==> src/rtl/sa_load_ctrl.sv <==
// Transaction sequencer for the systolic array: loads A/B operand sipos from a
// byte stream, starts the array, waits for done (watchdog), drains result indices.
//
// state   | meaning
// --------+-------------------------------------------------
// clear   | one-cycle pulse clearing both sipo write pointers
// load_a  | accept depth_p bytes into the A sipo
// load_b  | accept depth_p bytes into the B sipo
// run     | one-cycle array start pulse
// wait    | wait for done_i, watchdog counts idle cycles
// drain   | present result indices over valid/ready
module sa_load_ctrl #(
   parameter int width_p        = 8,
   parameter int depth_p        = 16,
   parameter int result_words_p = 16,
   parameter int timeout_p      = 1024
) (
   input  logic                              clk_i,
   input  logic                              reset_i,
   input  logic                              valid_i,
   input  logic [width_p-1:0]                data_i,
   output logic                              ready_o,
   output logic                              sipo_clear_o,
   output logic                              a_valid_o,
   output logic                              b_valid_o,
   output logic [width_p-1:0]                sipo_data_o,
   output logic                              start_o,
   input  logic                              done_i,
   output logic                              res_valid_o,
   input  logic                              res_ready_i,
   output logic [$clog2(result_words_p)-1:0] res_idx_o,
   output logic                              busy_o,
   output logic                              err_o,
   output logic [2:0]                        state_o
);

   localparam int cnt_w_lp  = ($clog2(depth_p) > $clog2(result_words_p)) ?
                              $clog2(depth_p) : $clog2(result_words_p);
   localparam int idx_w_lp  = $clog2(result_words_p);
   localparam int wdog_w_lp = $clog2(timeout_p);

   localparam logic [cnt_w_lp-1:0]  depth_last_lp = cnt_w_lp'(depth_p - 1);
   localparam logic [cnt_w_lp-1:0]  res_last_lp   = cnt_w_lp'(result_words_p - 1);
   localparam logic [wdog_w_lp-1:0] wdog_last_lp  = wdog_w_lp'(timeout_p - 1);

   typedef enum logic [2:0] {
      st_clear  = 3'd0,
      st_load_a = 3'd1,
      st_load_b = 3'd2,
      st_run    = 3'd3,
      st_wait   = 3'd4,
      st_drain  = 3'd5
   } state_t;

   state_t                state_r, state_n;
   logic [cnt_w_lp-1:0]   cnt_r, cnt_n;
   logic [wdog_w_lp-1:0]  wdog_r, wdog_n;
   logic                  err_r, err_n;

   always_ff @(posedge clk_i) begin
      if (reset_i) begin
         state_r <= st_clear;
         cnt_r   <= '0;
         wdog_r  <= '0;
         err_r   <= 1'b0;
      end else begin
         state_r <= state_n;
         cnt_r   <= cnt_n;
         wdog_r  <= wdog_n;
         err_r   <= err_n;
      end
   end

   // Strobes are gated by reset_i so nothing leaks out while the state
   // register still holds a pre-reset value.
   always_comb begin
      state_n      = state_r;
      cnt_n        = cnt_r;
      wdog_n       = wdog_r;
      err_n        = err_r;
      ready_o      = 1'b0;
      a_valid_o    = 1'b0;
      b_valid_o    = 1'b0;
      start_o      = 1'b0;
      res_valid_o  = 1'b0;
      sipo_clear_o = 1'b0;
      case (state_r)
         st_clear: begin
            sipo_clear_o = 1'b1;
            cnt_n        = '0;
            state_n      = st_load_a;
         end
         st_load_a, st_load_b: begin
            ready_o   = ~reset_i;
            a_valid_o = valid_i & ~reset_i & (state_r == st_load_a);
            b_valid_o = valid_i & ~reset_i & (state_r == st_load_b);
            if (valid_i) begin
               cnt_n = cnt_r + 1'b1;
               if (cnt_r == depth_last_lp) begin
                  cnt_n   = '0;
                  state_n = (state_r == st_load_a) ? st_load_b : st_run;
               end
            end
         end
         st_run: begin
            start_o = ~reset_i;
            wdog_n  = '0;
            state_n = st_wait;
         end
         st_wait: begin
            if (done_i) begin
               cnt_n   = '0;
               state_n = st_drain;
            end else begin
               wdog_n = wdog_r + 1'b1;
               if (wdog_r == wdog_last_lp) begin
                  err_n   = 1'b1;
                  state_n = st_clear;
               end
            end
         end
         st_drain: begin
            res_valid_o = ~reset_i;
            if (res_ready_i) begin
               cnt_n = cnt_r + 1'b1;
               if (cnt_r == res_last_lp) state_n = st_clear;
            end
         end
         default: state_n = st_clear;
      endcase
   end

   assign sipo_data_o = data_i;
   assign res_idx_o   = cnt_r[idx_w_lp-1:0];
   assign busy_o      = ~((state_r == st_load_a) && (cnt_r == '0));
   assign err_o       = err_r;
   assign state_o     = state_r;

endmodule

==> config.mk <==
export PLATFORM = sky130hd
export DESIGN_NAME = sa_load_ctrl
export DESIGN_NICKNAME = d
export VERILOG_FILES = /design/src/rtl/sa_load_ctrl.sv
export SDC_FILE = /design/constraint.sdc
export NUM_CORES = 1
export LEC_CHECK = 0
export CELL_PAD_IN_SITES_DETAIL_PLACEMENT = 1
export CELL_PAD_IN_SITES_GLOBAL_PLACEMENT = 2
export CORE_MARGIN = 4
export CORE_UTILIZATION = 35
export DETAILED_ROUTE_END_ITERATION = 10
export DONT_BUFFER_PORTS = 1
export PLACE_DENSITY = 0.81
export SYNTH_ARGS = -nofsm -noshare
export SYNTH_HDL_FRONTEND = slang
export SYNTH_SLANG_ARGS = --single-unit
==> constraint.sdc <==
create_clock -name clk_i -period 2.4 [get_ports clk_i]
set_input_delay 0.48 -clock clk_i [delete_from_list [all_inputs] [get_ports clk_i]]
set_output_delay 0.48 -clock clk_i [all_outputs]
set_load 0.005 [all_outputs]
# [Word level (Yosys, flattened, before mapping)]
# Index checks and enable logic that the tools add are counted.
[op_classes] n_reduce_logical=10 n_bitwise=6 n_eq_ne=14 muxes=21 n_addsub=2
[ops] cell="10-bit one-hot mux with 2 select lines" count=1
[ops] cell="3-bit two-way mux" count=6
[ops] cell="4-bit two-way mux" count=4
[ops] cell="4-bit one-hot mux with 4 select lines" count=1
[ops] cell="3-bit one-hot mux with 5 select lines" count=1
[ops] cell="2-bit != test (second input constant)" count=6
[ops] cell="10-bit by 1-bit adder with 10-bit output (second input constant)" count=1
[ops] cell="10-bit equality test (second input constant)" count=1
[ops] cell="10-bit two-way mux" count=1
[ops] cell="1-bit two-way mux" count=7
[ops] cell="3-bit by 2-bit equality test with 1-bit output (second input constant)" count=2
[ops] cell="3-bit equality test (second input constant)" count=2
[ops] cell="5-bit AND reduction" count=1
[ops] cell="4-bit by 1-bit adder with 4-bit output (second input constant)" count=1
[ops] cell="4-bit equality test (second input constant)" count=1
[ops] cell="4-bit logical NOT" count=1
[ops] cell="4-bit AND reduction" count=1
[ops] cell="4-bit nonzero test" count=1
[ops] cell="1-bit AND" count=3
[ops] cell="3-bit by 1-bit equality test with 1-bit output (second input constant)" count=1
[ops] cell="3-bit logical NOT" count=1
[ops] cell="3-bit != test (second input constant)" count=1
[ops] cell="1-bit NOT" count=3
[ops] cell="3-bit AND reduction" count=1
[ops] cell="4 further kinds" count=4
[totals] ff_bits=18 inputBits=13 output_inout_bits=23

# [Logic depth before layout (Yosys ltp)]
# Gate-level depths: netlist (run 1).
[depth] depth_word=5 ltp_mapped=6 depth_no_buf=5

# [Worst setup path before layout (run 1)]
# Ideal clock, no wire load.
[synth_timing] path_type="reg-to-reg" from="register state_r[1] (netlist: state_o[1])" to="register wdog_r[9]" period_less_slack_ns=1.709 t_arrival_ns=1.586 n_path_buf=1 path_stages_with_launch=6 setup_slack_ns=0.691 path_cell_list="dfxtp_1 buf_6 or4b_4 a2111oi_4 xnor2_1 nor2_2"
[synth_between] elab_chain_cells=3 word_cells_on_any_way=6 classes_between="eq/ne (3); mux (1); reduce/logical (2)"
[synth_lines] element="start, declared" line_no="55" source="state_t state_r, state_n;"
[synth_lines] element="start signal, assigned" line_no="62" source="state_r <= st_clear;"
[synth_lines] element="start signal, assigned" line_no="67" source="state_r <= state_n;"
[synth_lines] element="3-bit equality test / 3-bit by 2-bit equality test with 1-bit output (equally long branches)" line_no="87" source="case (state_r)"
[synth_lines] element="2-bit != test (no line) / 2-bit nonzero test (equally long branches)"
[synth_lines] element="2-bit AND reduction (no line)"
[synth_lines] element="end signal, assigned" line_no="69" source="wdog_r <= wdog_n;"
[synth_lines] element="end, declared" line_no="57" source="logic [wdog_w_lp-1:0] wdog_r, wdog_n;"
# Parallel ways exist; a longest one is shown, timed or not.
# A chain may end at the register's enable or synchronous reset.

# [Worst setup path in the final report (run 1)]
[layout_timing] from="register state_r[2] (netlist: state_o[2])" to="output b_valid_o"
[layout_between] elab_chain_cells=3 word_cells_on_any_way=5 classes_between="eq/ne (2); mux (1); bitwise (1); reduce/logical (1)"
[layout_lines] element="3-bit by 2-bit equality test with 1-bit output / 3-bit by 1-bit equality test with 1-bit output (equally long branches)" line_no="87, 96"
[layout_lines] element="1-bit AND / 2-bit OR reduction (equally long branches)" line_no="96, 87"
[layout_lines] element="1-bit two-way mux *" line_no="87"
[layout_lines] element="end, declared" line_no="25" source="output logic b_valid_o,"
# Every way passes the cells marked *; elsewhere a longest branch is shown, timed or not.

==> results of run 1 <==
cell families after synthesis:
kind of cell,after synthesis,synth area share (%)
AO/OA/AOI/OAI,34,22.2
buffers and inverters,18,9.68
AND/OR/NAND/NOR,57,28.5
adder cells (fa/ha/maj),3,3.12
flip-flops,18,30.0
XOR/XNOR,9,6.56
cells in the mapped netlist (2+ instances only):
master and count:
xor2_1 5, nor3_1 4, and3_1 3, a21oi_1 11, nand2b_1 5, buf_6 2
o31ai_1 2, dfxtp_1 18, xnor2_1 4, nand4_1 5, o21ai_0 5, nor3b_1 2
nor2_1 14, nand2_1 7, buf_4 9, a2111oi_4 2, o41ai_1 2, clkbuf_1 5
a211oi_1 2, ha_1 3, o2111ai_1 4, nand3b_1 2, nand3_1 3, nor4bb_1 2
inv_1 2
flip-flops by register name, summed over array words and instances (netlist names):
register   cells
state_o        3
err_o          1
res_idx_o      4
wdog_r        10
metal layers:
metal / up-vias / GRT usage (%) / share of wire (%)
met5: - / 0 / 0
met4: 0 / 6.85 / 1.8
met3: 9 / 3.54 / 4.9
met2: 19 / 21.4 / 44
met1: 487 / 19.4 / 50
li1: 488 / - / -
area by class of cell:
class,instances,share of cell area (%)
multi-input cells,103,60.9
flip-flops and latches,18,30.5
well taps,46,4.83
clock buffers,3,1.89
repair buffers,2,1.26
inverters,2,0.630
timing repair:
item,CTS,global route
gates resized for setup,0,2
setup endpoints to repair,0,2
setup buffers,0,0
worst max-delay path by stage:
stage | end | slack, ns | cells after the start
finish | b_valid_o | 0.21 | 3
global route | b_valid_o | 0.11 | 3
CTS | b_valid_o | 0.06 | 2
detailed placement | b_valid_o | 0.41 | 2
global placement | b_valid_o | 0.46 | 2
floorplan | wdog_r[9] | 0.69 | 5
cells in the final DEF (no fill, tap or decap), types with 2 or more instances in the layout:
master	synthesis	final
buf_4	9	2
a21oi_1	11	11
nand2_1	7	7
nand4_1	5	5
nor4bb_1	2	2
a2111oi_4	2	2
o2111ai_1	4	4
nand2b_1	5	5
nand3b_1	2	2
dfxtp_2	0	2
xnor2_1	4	4
nor2_1	14	14
nor3b_1	2	2
nor3_1	4	4
xor2_1	5	5
nand3_1	3	3
and3_1	3	3
ha_1	3	3
o41ai_1	2	2
clkbuf_4	0	3
dfxtp_1	18	16
o31ai_1	2	2
inv_1	2	2
a211oi_1	2	2
o21ai_0	5	5
through the flow:
stage | instance area (sq um) | power, uW
after floorplan | 1200 | 676
after global placement | 1170 | 705
after detailed placement | 1170 | 721
after CTS | 1190 | 877
after global routing | 1190 | 946
final | 1190 | 870
power groups by stage:
stage          registers, uW  logic [uW]  clock network, uW
2_1_floorplan            353         323                  0
3_3_place_gp             409         296                  0
3_5_place_dp             416         305                  0
4_1_cts                  408         307                161
5_1_grt                  422         347                177
6_report                 412         307                151
==> flow_metrics.env, run 1 <==
export IMPL_ff2ff_path_depth=5
export IMPL_dp_slack_ns=0.405
export IMPL_area_growth_pct=-0.937
export IMPL_drt_iter0_markers=68
export IMPL_synth_area_sq_um=1200
export IMPL_vias=1003
export IMPL_cp_arrival_ns=1.71
export IMPL_drv_cap=0
export IMPL_vdd_drop_max_uv=369
export IMPL_ys_seq_elements=18
export IMPL_fmax_ghz=0.457
export IMPL_dieHeight_microns=66.6
export IMPL_wire_per_inst_microns=16.7
export IMPL_synthArstFlopShare_pct=0
export IMPL_hp_start="reset_i"
export IMPL_yosysTopAreaCell="dfxtp_1"
export IMPL_seq_area_sq_um=363
export IMPL_grt_pass1_wl_microns=4970
export IMPL_tightest_slew_ns=0.696
export IMPL_fin_worst_skew_ns=0.0124
export IMPL_ff2ff_setup_slack_ns=0.49
export IMPL_cts_htree_levels=1
export IMPL_fin_crit_ns=2.19
export IMPL_routed_wl_microns=2910
export IMPL_ant_nets=0
export IMPL_core_area_sq_um=3340
export IMPL_num_antenna_cells=0
export IMPL_drt_pre_antenna_iters=4
export IMPL_critPathRequiredTime_ns=1.92
export IMPL_hold_ws_ns=0.227
export IMPL_end_kind="output pin"
export IMPL_synth_top_area_share_pct=30.0
export IMPL_synth_edf_count=0
export IMPL_synth_cell_types=41
export IMPL_clockBufferDepth=2
export IMPL_dp_cells=171
export IMPL_setup_tns_ns=0
export IMPL_fillers=409
export IMPL_cts_tree="yes"
export IMPL_clockRootBuffer="clkbuf_4"
export IMPL_setup_viol=0
export IMPL_setup_ws_ns=0.214
export IMPL_synth_main_ff_cell="dfxtp_1"
export IMPL_critPathBufInv=1
export IMPL_num_rows=21
export IMPL_hold_path_class="in -> reg"
export IMPL_clock_power_share_pct=17.4
export IMPL_portBuffers=0
export IMPL_grt_max_degree=21
export IMPL_clock_latency_ns=0.30
export IMPL_cts_inserted_buffers=3
export IMPL_yosysWarningCount=0
export IMPL_postSynthCellCount=139
export IMPL_start_util_pct=36.0
export IMPL_drive_gt1_share_pct=10.9
export IMPL_critPathSlowestCell="or3b_2"
export IMPL_switching_power_uw=357
export IMPL_grt_pass1_vias=1046
export IMPL_r2r_end="res_idx_o[0]"
export IMPL_holdPathStages=1
export IMPL_ioPinCount=36
export IMPL_die_w_microns=66.6
export IMPL_fin_util_pct=35.7
export IMPL_r2r_start="state_o[2]"
export IMPL_switching_share_pct=41.0
export IMPL_yosysSeqAreaShare_pct=30.0
export IMPL_startpoint="state_o[2]"
export IMPL_grt_setup_unrepaired="no"
export IMPL_critical_path_class="reg -> out"
export IMPL_power_density_nw_per_um2=731
export IMPL_holdPathEnd="state_o[0]"
export IMPL_grt_usage_pct=14.4
export IMPL_nNetsFinal=146
export IMPL_drc=0
export IMPL_grt_overflow_total=0
export IMPL_syn_num_nets=155
export IMPL_cts_hold_buf=0
export IMPL_leakage_uw=0.000370
export IMPL_cp_start_kind="flip-flop"
export IMPL_hold_viol_final=0
export IMPL_p_int_uw=514
export IMPL_gp_congestion=0.776
export IMPL_fin_crit_sh_pct=91.1
export IMPL_path_delay_family="simple AND/OR/NAND/NOR gates"
export IMPL_crit_chain="buf_4 -> or3b_2 -> nor3b_1"
export IMPL_cts_sinks=18
export IMPL_slew_headroom_pct=53.5
export IMPL_multi_input_area_sq_um=726
export IMPL_stdcell_count=174
export IMPL_synth_area_top_cells="dfxtp_1 30%, buf_4 5.6%, a21oi_1 4.6%, a2111oi_4 4.6%, nor2_1 4.4%"
export IMPL_antenna_found_initial=0
export IMPL_avgSynthCellArea_sq_um=8.65
export IMPL_status="completed"
export IMPL_combPwrFrac_pct=35.2
export IMPL_place_hpwl_microns=2110
export IMPL_sequentialPowerShare_pct=47.4
export IMPL_clkSlewWorstSetupHoldPaths_ns=0.11
export IMPL_dieArea_sq_um=4440
export IMPL_max_stage_delay_ns=0.53
export IMPL_path_max_fanout=15
export IMPL_avgViaCountPerCell=5.76
export IMPL_finalMaxSlewViolations=0
No activity file was read; power rests on OpenSTA's default activity.
==> run 2, diff against run 1 <==
CORE_UTILIZATION = 37   (was 35)
CTS_BUF_LIST = sky130_fd_sc_hd__clkbuf_4 sky130_fd_sc_hd__clkbuf_8   (was default)
PLACE_DENSITY = 0.85   (was 0.81)
==> flow_metrics.env, run 2 (synthesis results as in run 1) <==
export IMPL_ioPinCount=36
export IMPL_fin_crit_sh_pct=92.2
export IMPL_avgViaCountPerCell=5.83
export IMPL_cts_resized=0
export IMPL_slew_headroom_pct=70.5
export IMPL_critical_path_class="reg -> out"
export IMPL_status="completed"
export IMPL_area_growth_pct=1.14
export IMPL_grt_pass1_vias=1076
export IMPL_clkSlewWorstSetupHoldPaths_ns=0.12
export IMPL_dieArea_sq_um=4230
export IMPL_ff2ff_path_depth=4
export IMPL_start_util_pct=39.1
export IMPL_setup_viol=0
export IMPL_ff2ff_setup_slack_ns=0.47
export IMPL_holdPathEnd="state_o[0]"
export IMPL_cts_inserted_buffers=3
export IMPL_path_max_fanout=13
export IMPL_fin_worst_skew_ns=0.00855
export IMPL_grt_max_degree=21
export IMPL_cts_hold_buf=0
export IMPL_grt_usage_pct=15.6
export IMPL_vias=1020
export IMPL_drc=0
export IMPL_power_density_nw_per_um2=758
export IMPL_antenna_found_initial=0
export IMPL_num_antenna_cells=0
export IMPL_cp_start_kind="flip-flop"
export IMPL_max_flop_register="wdog_r"
export IMPL_hold_ws_ns=0.218
export IMPL_r2r_start="state_o[1]"
export IMPL_drt_pre_antenna_iters=4
export IMPL_clock_latency_ns=0.31
export IMPL_drv_cap=0
export IMPL_wire_per_inst_microns=17.1
export IMPL_leakage_uw=0.000388
export IMPL_end_kind="output pin"
export IMPL_hp_start="reset_i"
export IMPL_finalMaxSlewViolations=0
export IMPL_routed_wl_microns=2990
export IMPL_clockBufferDepth=2
export IMPL_final_cell_mix="17 x dfxtp_1, 14 x nor2_1, 11 x a21oi_1"
export IMPL_num_rows=20
export IMPL_cp_arrival_ns=1.73
export IMPL_cts_sinks=18
export IMPL_fin_crit_ns=2.21
export IMPL_gp_congestion=0.771
export IMPL_hold_path_class="in -> reg"
export IMPL_dieHeight_microns=65.0
export IMPL_grt_setup_unrepaired="no"
export IMPL_die_w_microns=65.0
export IMPL_critPathRequiredTime_ns=1.92
export IMPL_fmax_ghz=0.452
export IMPL_holdPathStages=1
export IMPL_ant_nets=0
export IMPL_grt_pass1_wl_microns=5130
export IMPL_tightest_slew_ns=0.442
export IMPL_clockRootBuffer="clkbuf_4"
export IMPL_place_hpwl_microns=2180
export IMPL_post_cts_buffers=0
export IMPL_vdd_drop_max_uv=380
export IMPL_hold_viol_final=0
export IMPL_cts_tree="yes"
export IMPL_drive_gt1_share_pct=12.2
export IMPL_r2r_end="res_idx_o[3]"
export IMPL_setup_tns_ns=0
export IMPL_portBuffers=0
export IMPL_drt_iter0_markers=72
export IMPL_final_common_cell="dfxtp_1"
export IMPL_grt_overflow_total=0
export IMPL_core_area_sq_um=3080
export IMPL_nNetsFinal=148
export IMPL_cts_htree_levels=1
export IMPL_largest_reg_flops=10
-- run 2: cell types whose count changed in the layout (fill, tap and decap cells not counted), sizes merged --
cell and delta:
clkbuf +1, buf +2
-- run 2: stage by stage --
step	cell area, sq um	setup WS (ns)	power (uW)	instances	utilization (%)
6_report	1220	0.188	921	175	39.5
3_5_place_dp	1180	0.439	728	171	38.3
2_1_floorplan	1200	0.691	676	139	-
4_1_cts	1210	0.143	928	175	39.5
5_1_grt	1220	0.0802	1000	175	39.5
3_3_place_gp	1180	0.514	716	171	38.3
-- run 2: report_power, final --
group / leakage [uW] / internal [uW] / switching [uW]
clock network: 0.0000210 / 92.6 / 106
logic: 0.000221 / 136 / 180
registers: 0.000146 / 326 / 80.9
total: 0.000388 / 554 / 367
-- run 2: how the worst max path moves through the flow --
| stage | start | endpoint | slack [ns] | cells past startpoint |
|---|---|---|---|---|
| 2_1_floorplan | state_o[1] | wdog_r[9] | 0.69 | 5 |
| 4_1_cts | state_o[0] | a_valid_o | 0.14 | 2 |
| 3_3_place_gp | state_o[0] | state_o[0] | 0.51 | 5 |
| 3_5_place_dp | state_o[0] | state_o[0] | 0.44 | 5 |
| 5_1_grt | state_o[1] | b_valid_o | 0.08 | 2 |
| 6_report | state_o[1] | b_valid_o | 0.19 | 2 |
-- run 2: cell type report --
type / count / area (sq um)
clock buffers: 4 / 36.3
fillers: 377 / 1860
inverters: 2 / 7.51
multi-input cells: 103 / 726
flip-flops and latches: 18 / 362
well taps: 44 / 55.1
repair buffers: 4 / 30.0
-- run 2: critical path: stages, from the launching register on --
cell and delay [ns]:
dfxtp_1 0.61, or3b_2 0.55, nor3b_1 0.26
-- run 2: layer usage --
layer  vias up  share of wire (%)  track usage (%)
li1        491                  -                -
met1       496                 45             19.2
met2        24                 47             25.7
met3         9                6.1             4.16
met4         0                1.7             6.33
met5         -                  0                0
